## src/rtl/adc_conv_sched_pkg.sv

```systemverilog
// Shared definitions for the ADC conversion scheduler: widths, state encoding and
// the offset-correction helper.
package adc_conv_sched_pkg;

  localparam int unsigned ADC_W        = 10;
  localparam int unsigned OFS_W        = 11;
  localparam int unsigned MIDSCALE_DEF = 512;
  localparam int unsigned N_REQ        = 2;

  localparam logic [2:0] StIdle      = 3'd0;
  localparam logic [2:0] StCalStart  = 3'd1;
  localparam logic [2:0] StCalWait   = 3'd2;
  localparam logic [2:0] StArb       = 3'd3;
  localparam logic [2:0] StConvStart = 3'd4;
  localparam logic [2:0] StConvWait  = 3'd5;
  localparam logic [2:0] StResp      = 3'd6;

  // raw - ofs evaluated in 13 bits so neither end can wrap, then clamped to the code range.
  function automatic logic [ADC_W-1:0] correct_code(input logic [ADC_W-1:0] raw,
                                                    input logic [OFS_W-1:0] ofs);
    logic [OFS_W+1:0] diff;
    diff = {3'b000, raw} - {{2{ofs[OFS_W-1]}}, ofs};
    if (diff[OFS_W+1]) begin
      return '0;
    end else if (diff[OFS_W:ADC_W] != '0) begin
      return '1;
    end else begin
      return diff[ADC_W-1:0];
    end
  endfunction

endpackage

```

## src/rtl/adc_conv_sched_if.sv

```systemverilog
// Requester and ADC-side signals of the conversion scheduler; master is the scheduler.
interface adc_conv_sched_if;
  import adc_conv_sched_pkg::*;

  logic [N_REQ-1:0] req;
  logic             cal_req;
  logic             adc_done;
  logic [ADC_W-1:0] adc_result;
  logic             st_conv;
  logic             cal;
  logic [N_REQ-1:0] ack;
  logic [ADC_W-1:0] data;
  logic             err;
  logic [OFS_W-1:0] cal_offset;
  logic             cal_valid;
  logic             busy;

  modport master (
    input  req, cal_req, adc_done, adc_result,
    output st_conv, cal, ack, data, err, cal_offset, cal_valid, busy
  );

  modport slave (
    output req, cal_req, adc_done, adc_result,
    input  st_conv, cal, ack, data, err, cal_offset, cal_valid, busy
  );

endinterface

```

## src/rtl/adc_done_sync.sv

```systemverilog
// Two-flop synchronizer for the ADC done flag plus rising-edge detector.
module adc_done_sync (
  input  logic clk,
  input  logic rst,
  input  logic adc_done,
  output logic done_evt
);

  logic [2:0] sync_q;

  always_ff @(posedge clk or posedge rst) begin
    if (rst) begin
      sync_q <= '0;
    end else begin
      sync_q <= {sync_q[1:0], adc_done};
    end
  end

  // sync_q[2] only remembers the previous synchronized level for edge detection.
  assign done_evt = sync_q[1] & ~sync_q[2];

endmodule

```

## src/rtl/adc_conv_sched.sv

```systemverilog
// Schedules conversions for two requesters on one ADC, with periodic and on-demand
// offset calibration and a per-conversion timeout.
module adc_conv_sched
  import adc_conv_sched_pkg::*;
#(
  parameter int unsigned CAL_PERIOD = 64,
  parameter int unsigned TIMEOUT    = 63,
  parameter int unsigned MIDSCALE   = MIDSCALE_DEF
) (
  input logic             clk,
  input logic             rst,
  adc_conv_sched_if.master bus
);

  localparam int unsigned TO_W  = $clog2(TIMEOUT + 1);
  localparam int unsigned CNT_W = $clog2(CAL_PERIOD + 1);
  localparam logic [TO_W-1:0]  TO_MAX   = TO_W'(TIMEOUT);
  localparam logic [CNT_W-1:0] CNT_MAX  = CNT_W'(CAL_PERIOD);
  localparam logic [OFS_W-1:0] MID_CODE = OFS_W'(MIDSCALE);

  logic [2:0]       state_q, state_d;
  logic [TO_W-1:0]  to_cnt_q, to_cnt_d;
  logic [CNT_W-1:0] conv_cnt_q, conv_cnt_d;
  logic             cal_pend_q, cal_pend_d;
  logic             boot_q, boot_d;
  logic             last_q, last_d;
  logic             grant_q, grant_d;
  logic [ADC_W-1:0] data_q, data_d;
  logic             err_q, err_d;
  logic [OFS_W-1:0] ofs_q, ofs_d;
  logic             cal_valid_q, cal_valid_d;
  logic             done_evt;
  logic             timeout;
  logic             gnt;

  adc_done_sync u_done_sync (
    .clk      (clk),
    .rst      (rst),
    .adc_done (bus.adc_done),
    .done_evt (done_evt)
  );

  assign timeout = (to_cnt_q == TO_MAX);

  // With both requesting, alternate away from the last grant; otherwise serve whoever asks.
  always_comb begin
    gnt = 1'b0;
    if (&bus.req) begin
      gnt = ~last_q;
    end else if (bus.req[1]) begin
      gnt = 1'b1;
    end
  end

  always_comb begin
    state_d     = state_q;
    to_cnt_d    = to_cnt_q;
    conv_cnt_d  = conv_cnt_q;
    boot_d      = boot_q;
    last_d      = last_q;
    grant_d     = grant_q;
    data_d      = data_q;
    err_d       = err_q;
    ofs_d       = ofs_q;
    cal_valid_d = cal_valid_q;

    unique case (state_q)
      StIdle: begin
        if (boot_q || cal_pend_q || (conv_cnt_q == CNT_MAX)) begin
          state_d = StCalStart;
          boot_d  = 1'b0;
        end else if (|bus.req) begin
          state_d = StArb;
        end
      end
      StCalStart: begin
        to_cnt_d = '0;
        state_d  = StCalWait;
      end
      StCalWait: begin
        if (done_evt) begin
          ofs_d       = {1'b0, bus.adc_result} - MID_CODE;
          cal_valid_d = 1'b1;
          conv_cnt_d  = '0;
          state_d     = StIdle;
        end else if (timeout) begin
          ofs_d       = '0;
          cal_valid_d = 1'b0;
          state_d     = StIdle;
        end else begin
          to_cnt_d = to_cnt_q + 1'b1;
        end
      end
      StArb: begin
        if (|bus.req) begin
          grant_d = gnt;
          last_d  = gnt;
          state_d = StConvStart;
        end else begin
          state_d = StIdle;
        end
      end
      StConvStart: begin
        to_cnt_d = '0;
        state_d  = StConvWait;
      end
      StConvWait: begin
        if (done_evt) begin
          data_d  = correct_code(bus.adc_result, ofs_q);
          err_d   = 1'b0;
          state_d = StResp;
        end else if (timeout) begin
          data_d  = '0;
          err_d   = 1'b1;
          state_d = StResp;
        end else begin
          to_cnt_d = to_cnt_q + 1'b1;
        end
      end
      StResp: begin
        if (conv_cnt_q != CNT_MAX) begin
          conv_cnt_d = conv_cnt_q + 1'b1;
        end
        state_d = StIdle;
      end
      default: state_d = StIdle;
    endcase
  end

  // Entering CAL_START satisfies any outstanding request, including one arriving that cycle.
  always_comb begin
    cal_pend_d = cal_pend_q | bus.cal_req;
    if ((state_q == StIdle) && (state_d == StCalStart)) begin
      cal_pend_d = 1'b0;
    end
  end

  always_ff @(posedge clk or posedge rst) begin
    if (rst) begin
      state_q     <= StIdle;
      to_cnt_q    <= '0;
      conv_cnt_q  <= '0;
      cal_pend_q  <= 1'b0;
      boot_q      <= 1'b1;
      last_q      <= 1'b1;
      grant_q     <= 1'b0;
      data_q      <= '0;
      err_q       <= 1'b0;
      ofs_q       <= '0;
      cal_valid_q <= 1'b0;
    end else begin
      state_q     <= state_d;
      to_cnt_q    <= to_cnt_d;
      conv_cnt_q  <= conv_cnt_d;
      cal_pend_q  <= cal_pend_d;
      boot_q      <= boot_d;
      last_q      <= last_d;
      grant_q     <= grant_d;
      data_q      <= data_d;
      err_q       <= err_d;
      ofs_q       <= ofs_d;
      cal_valid_q <= cal_valid_d;
    end
  end

  assign bus.st_conv    = (state_q == StCalStart) || (state_q == StConvStart);
  assign bus.cal        = (state_q == StCalStart) || (state_q == StCalWait);
  assign bus.ack        = (state_q == StResp) ? (grant_q ? 2'b10 : 2'b01) : 2'b00;
  assign bus.data       = data_q;
  assign bus.err        = err_q;
  assign bus.cal_offset = ofs_q;
  assign bus.cal_valid  = cal_valid_q;
  assign bus.busy       = (state_q != StIdle);

endmodule

```

## src/flat_wrapper.sv

```systemverilog
// flat-port wrapper written by rule: the top's interface ports become plain ports
module adc_conv_sched_flat import adc_conv_sched_pkg::*;
#(
  parameter int unsigned CAL_PERIOD = 64,
  parameter int unsigned TIMEOUT    = 63,
  parameter int unsigned MIDSCALE   = MIDSCALE_DEF
)
  (clk, rst, bus_req, bus_cal_req, bus_adc_done, bus_adc_result, bus_st_conv, bus_cal, bus_ack, bus_data, bus_err, bus_cal_offset, bus_cal_valid, bus_busy);
  adc_conv_sched_if bus_i ();
  input logic clk;
  input logic rst;
  input wire logic [$bits(bus_i.req)-1:0] bus_req;
  input wire logic [$bits(bus_i.cal_req)-1:0] bus_cal_req;
  input wire logic [$bits(bus_i.adc_done)-1:0] bus_adc_done;
  input wire logic [$bits(bus_i.adc_result)-1:0] bus_adc_result;
  output wire logic [$bits(bus_i.st_conv)-1:0] bus_st_conv;
  output wire logic [$bits(bus_i.cal)-1:0] bus_cal;
  output wire logic [$bits(bus_i.ack)-1:0] bus_ack;
  output wire logic [$bits(bus_i.data)-1:0] bus_data;
  output wire logic [$bits(bus_i.err)-1:0] bus_err;
  output wire logic [$bits(bus_i.cal_offset)-1:0] bus_cal_offset;
  output wire logic [$bits(bus_i.cal_valid)-1:0] bus_cal_valid;
  output wire logic [$bits(bus_i.busy)-1:0] bus_busy;
  assign bus_i.req = bus_req;
  assign bus_i.cal_req = bus_cal_req;
  assign bus_i.adc_done = bus_adc_done;
  assign bus_i.adc_result = bus_adc_result;
  assign bus_st_conv = bus_i.st_conv;
  assign bus_cal = bus_i.cal;
  assign bus_ack = bus_i.ack;
  assign bus_data = bus_i.data;
  assign bus_err = bus_i.err;
  assign bus_cal_offset = bus_i.cal_offset;
  assign bus_cal_valid = bus_i.cal_valid;
  assign bus_busy = bus_i.busy;
  adc_conv_sched #(.CAL_PERIOD(CAL_PERIOD), .TIMEOUT(TIMEOUT), .MIDSCALE(MIDSCALE)) u_core (.clk(clk), .rst(rst), .bus(bus_i));
endmodule
```

## config.mk

```make
export PLATFORM = sky130hd
export DESIGN_NAME = adc_conv_sched_flat
export DESIGN_NICKNAME = d
export VERILOG_FILES = /design/src/rtl/adc_conv_sched_pkg.sv /design/src/rtl/adc_conv_sched_if.sv /design/src/rtl/adc_done_sync.sv /design/src/rtl/adc_conv_sched.sv /design/src/flat_wrapper.sv
export SDC_FILE = /design/constraint.sdc
export NUM_CORES = 1
export LEC_CHECK = 0
export ABC_AREA = 1
export BUFFER_PORTS_ARGS = -buffer_cell sky130_fd_sc_hd__buf_2
export CAP_MARGIN = 20
export CORE_MARGIN = 2
export CORE_UTILIZATION = 60
export CTS_BUF_LIST = sky130_fd_sc_hd__clkbuf_8
export DETAILED_ROUTE_END_ITERATION = 12
export MAX_ROUTING_LAYER = met4
export PLACE_DENSITY = 0.84
export REMOVE_ABC_BUFFERS = 1
export SETUP_SLACK_MARGIN = 0.5
export SLEW_MARGIN = 40
export SYNTH_ARGS = -nofsm -noshare
export SYNTH_HDL_FRONTEND = slang
export SYNTH_SLANG_ARGS = --single-unit
export TNS_END_PERCENT = 30
```

## constraint.sdc

```tcl
create_clock -name clk -period 4.7 [get_ports clk]
set_input_delay 0 -clock clk [delete_from_list [all_inputs] [get_ports clk]]
set_output_delay 0 -clock clk [all_outputs]
set_load 0.1 [all_outputs]
```

==> metrics.yaml <==
status: "finished, final reports clean"
wl_um: 5940
syn_inst: 362
skew_ns: 0.00323
cts_sinks: 45
via_per_inst: 5.27
synthesis.area_um2: 2760
synth_xor_area_share_pct: 2.22
dp_hpwl_um: 4350
yosys-top-cells-count: "100 x nand2_1, 52 x inv_1, 43 x dfrtp_1"
grt_overflow: 0
gp_congestion: 0.943
clock-root-buffer: "clkbuf_8"
vias: 2505
synth_top_family_by_area: "simple AND/OR/NAND/NOR gates"
clockBufferDepth: 2
grt_use_met1_pct: 36.0
drc: 0
fillers: 337
fp.dieArea_um2: 5160
synth_area_leader_cell: "dfrtp_1"
fin_tns_setup_ns: 0
wl_per_cell_um: 12.5
start_util_pct: 63.0
grt_usage_pct: 25.8
ys_ff_latch: 45
crit_chain: "inv_1 > ha_1 > a21oi_1 > nand2_1 > nand2_1 > nand2_1 > nor2_1 > inv_1 > nand2_2 > nand3_1 > nand2_1 > nand2_1"
max_freq_ghz: 0.490
synth_area_leaders: "dfrtp_1 39%, nand2_1 14%, nand3_1 7.1%, inv_1 7.1%, ha_1 6.3%"
min_path_type: "input port to flip-flop"
worstSetupPathType: "flip-flop to flip-flop"
cpPeakStageDelay_ns: 0.36
grt.met3_usage_pct: 3.80
setup_viol: 0
grt_pass1_wl_um: 10000
grt_pass1_vias: 2220
post_cts_buffers: 0
netlist.area_leader.share_pct: 38.9
first_iter_violations: 141
path_buf_inv: 2
area_growth_pct: 18.0
timing.slew.headroom_pct: 62.1
synth_ff_type: "dfrtp_1"
ys_types: 37
synth_edf_count: 0
nNetsFinal: 454
htree_levels: 2
synth_mux_area_share_pct: 0
core-area_um2: 4380
yosys.area_share.simple_pct: 32.8
cts_tree: "done"
drtAntennaViolNets: 0
antenna_found_initial: 0
clk_pin_slew_ns: 0.08
final_layout_size_suffix_gt1_share_pct: 18.9
die_h_um: 71.9
grt_max_degree: 46
yosysMostFrequentCell: "nand2_1"
hold_viol: 0
io_pins: 44
max_cap_violations: 0
cp_common_cell: "nand2_1"
antenna_cells: 0
path_max_fanout: 10
met2_usage_pct: 37.4
worst-slew-pin-transition_ns: 0.569
synthArstFlopShare_pct: 100
grt_busiest_layer: "met2"
critPathSlowestCell: "ha_1"
ys_seq_area_share_pct: 40.9
critical_path_arrival_ns: 2.23
die_width_um: 71.9
synth.avg_cell_area_um2: 7.63
yosys_warnings: 0
yosys.area_share.adder_pct: 7.07
critical-path-top-delay-family: "simple AND/OR/NAND/NOR gates"
clock_latency_ns: 0.30
period_minus_slack_ns: 2.04
io_buffer_count: 43
cts_buffers: 5
critical_path_required_ns: 4.89
num_rows: 24
finalMaxSlewViolations: 0
synth_compound_area_share_pct: 8.61
period_share_pct: 43.4
start_kind: "flip-flop"
firstDrtPassIters: 5
rsz0062_at_grt: "false"
crit_path_end_kind: "flip-flop"
kinds of logic (layout without fill, tap and decap cells):
kind of cell	Yosys count	count (layout)
XOR/XNOR	7	7
adder cells (fa/ha/maj)	15	15
buffers and inverters	59	120
AND/OR/NAND/NOR	198	198
flip-flops	45	45
AO/OA/AOI/OAI	38	38
cell usage in the layout, fill, tap and decap left out, drive strengths merged:
cell type	count
o21a	2
a21oi	8
nor4	1
dfrtp	43
buf	44
o22ai	5
nand4	4
o21ai	18
o2111ai	1
nor3	5
ha	14
a31oi	1
bufinv	1
o21bai	1
a21boi	1
o31ai	1
nand3b	2
xor2	4
nand3	40
inv	55
fa	1
dlygate4sd3	13
xnor2	3
clkinv	2
dfstp	2
and2	1
nor2	34
nand2	111
clkbuf	5
final timing paths:
check	cells past startpoint	slack [ns]	from	end
max	12	2.66	u_core.bus.cal_offset[5]$_DFFE_PP0P_	u_core.bus.data[6]$_DFFE_PP0P_
min	3	0.03	bus_adc_result[0]	u_core.bus.cal_offset[0]$_DFFE_PP0P_
max reg2reg	12	2.66	u_core.bus.cal_offset[5]$_DFFE_PP0P_	u_core.bus.data[6]$_DFFE_PP0P_
min reg2reg	0	0.37	u_core.u_done_sync.sync_q[0]$_DFF_PP0_	u_core.u_done_sync.sync_q[1]$_DFF_PP0_
max in group asynchronous	4	3.93	rst	u_core.bus.cal_offset[5]$_DFFE_PP0P_
min in group asynchronous	4	0.38	rst	u_core.bus.err$_DFFE_PP0P_
through the flow:
step	instances	area, um2	worst slack (ns)	utilization (%)	hold WS, ns
global route	475	3260	2.45	74.4	0.0381
floorplan	359	2740	1.51	-	0.0314
finish	475	3260	2.66	74.4	0.0309
global placement	455	3030	2.75	69.0	0.109
CTS	475	3260	2.71	74.4	0.0196
detailed placement	455	3030	2.74	69.0	0.111
sequential cells by signal, indices dropped and copies added, names as in the netlist:
signal                     flops
u_core.u_done_sync.sync_q      3
u_core.bus.err                 1
u_core.bus.data               10
u_core.conv_cnt_q              7
u_core.grant_q                 1
u_core.to_cnt_q                6
u_core.bus.cal_offset         10
u_core.bus.cal_valid           1
u_core.state_q                 3
u_core.last_q                  1
u_core.boot_q                  1
u_core.cal_pend_q              1
area by class of cell:
type	count	area, um2	share of cell area [%]
multi-input cells	258	1400	42.9
inverters	56	210	6.45
repair buffers	57	353	10.8
well taps	52	65.1	2.00
clock buffers	5	68.8	2.11
clock inverters	2	35.0	1.07
flip-flops and latches	45	1130	34.6
worst register-to-register path, cell delays in order (launching register included):
cell and delay, ns:
dfrtp_1 0.35, inv_1 0.06, ha_1 0.36, a21oi_1 0.32, nand2_1 0.09, nand2_1 0.06, nand2_1 0.05, nor2_1 0.18
inv_1 0.08, nand2_2 0.16, nand3_1 0.10, nand2_1 0.07, nand2_1 0.05
what timing repair did:
item                                   CTS  global route
endpoints found under the hold margin   54             0
hold buffers                            13             0
setup endpoints to repair                0             0
resized for setup                        0             0
layer usage:
layer	up-vias	part of all wire (%)
li1	1277	-
met1	1129	46
met2	85	45
met3	14	6.2
met4	0	2.0
met5	-	0
Power is left out: the tool's default activity adds up to more than one toggle a clock period on the data nets, which glitch-free logic cannot reach.
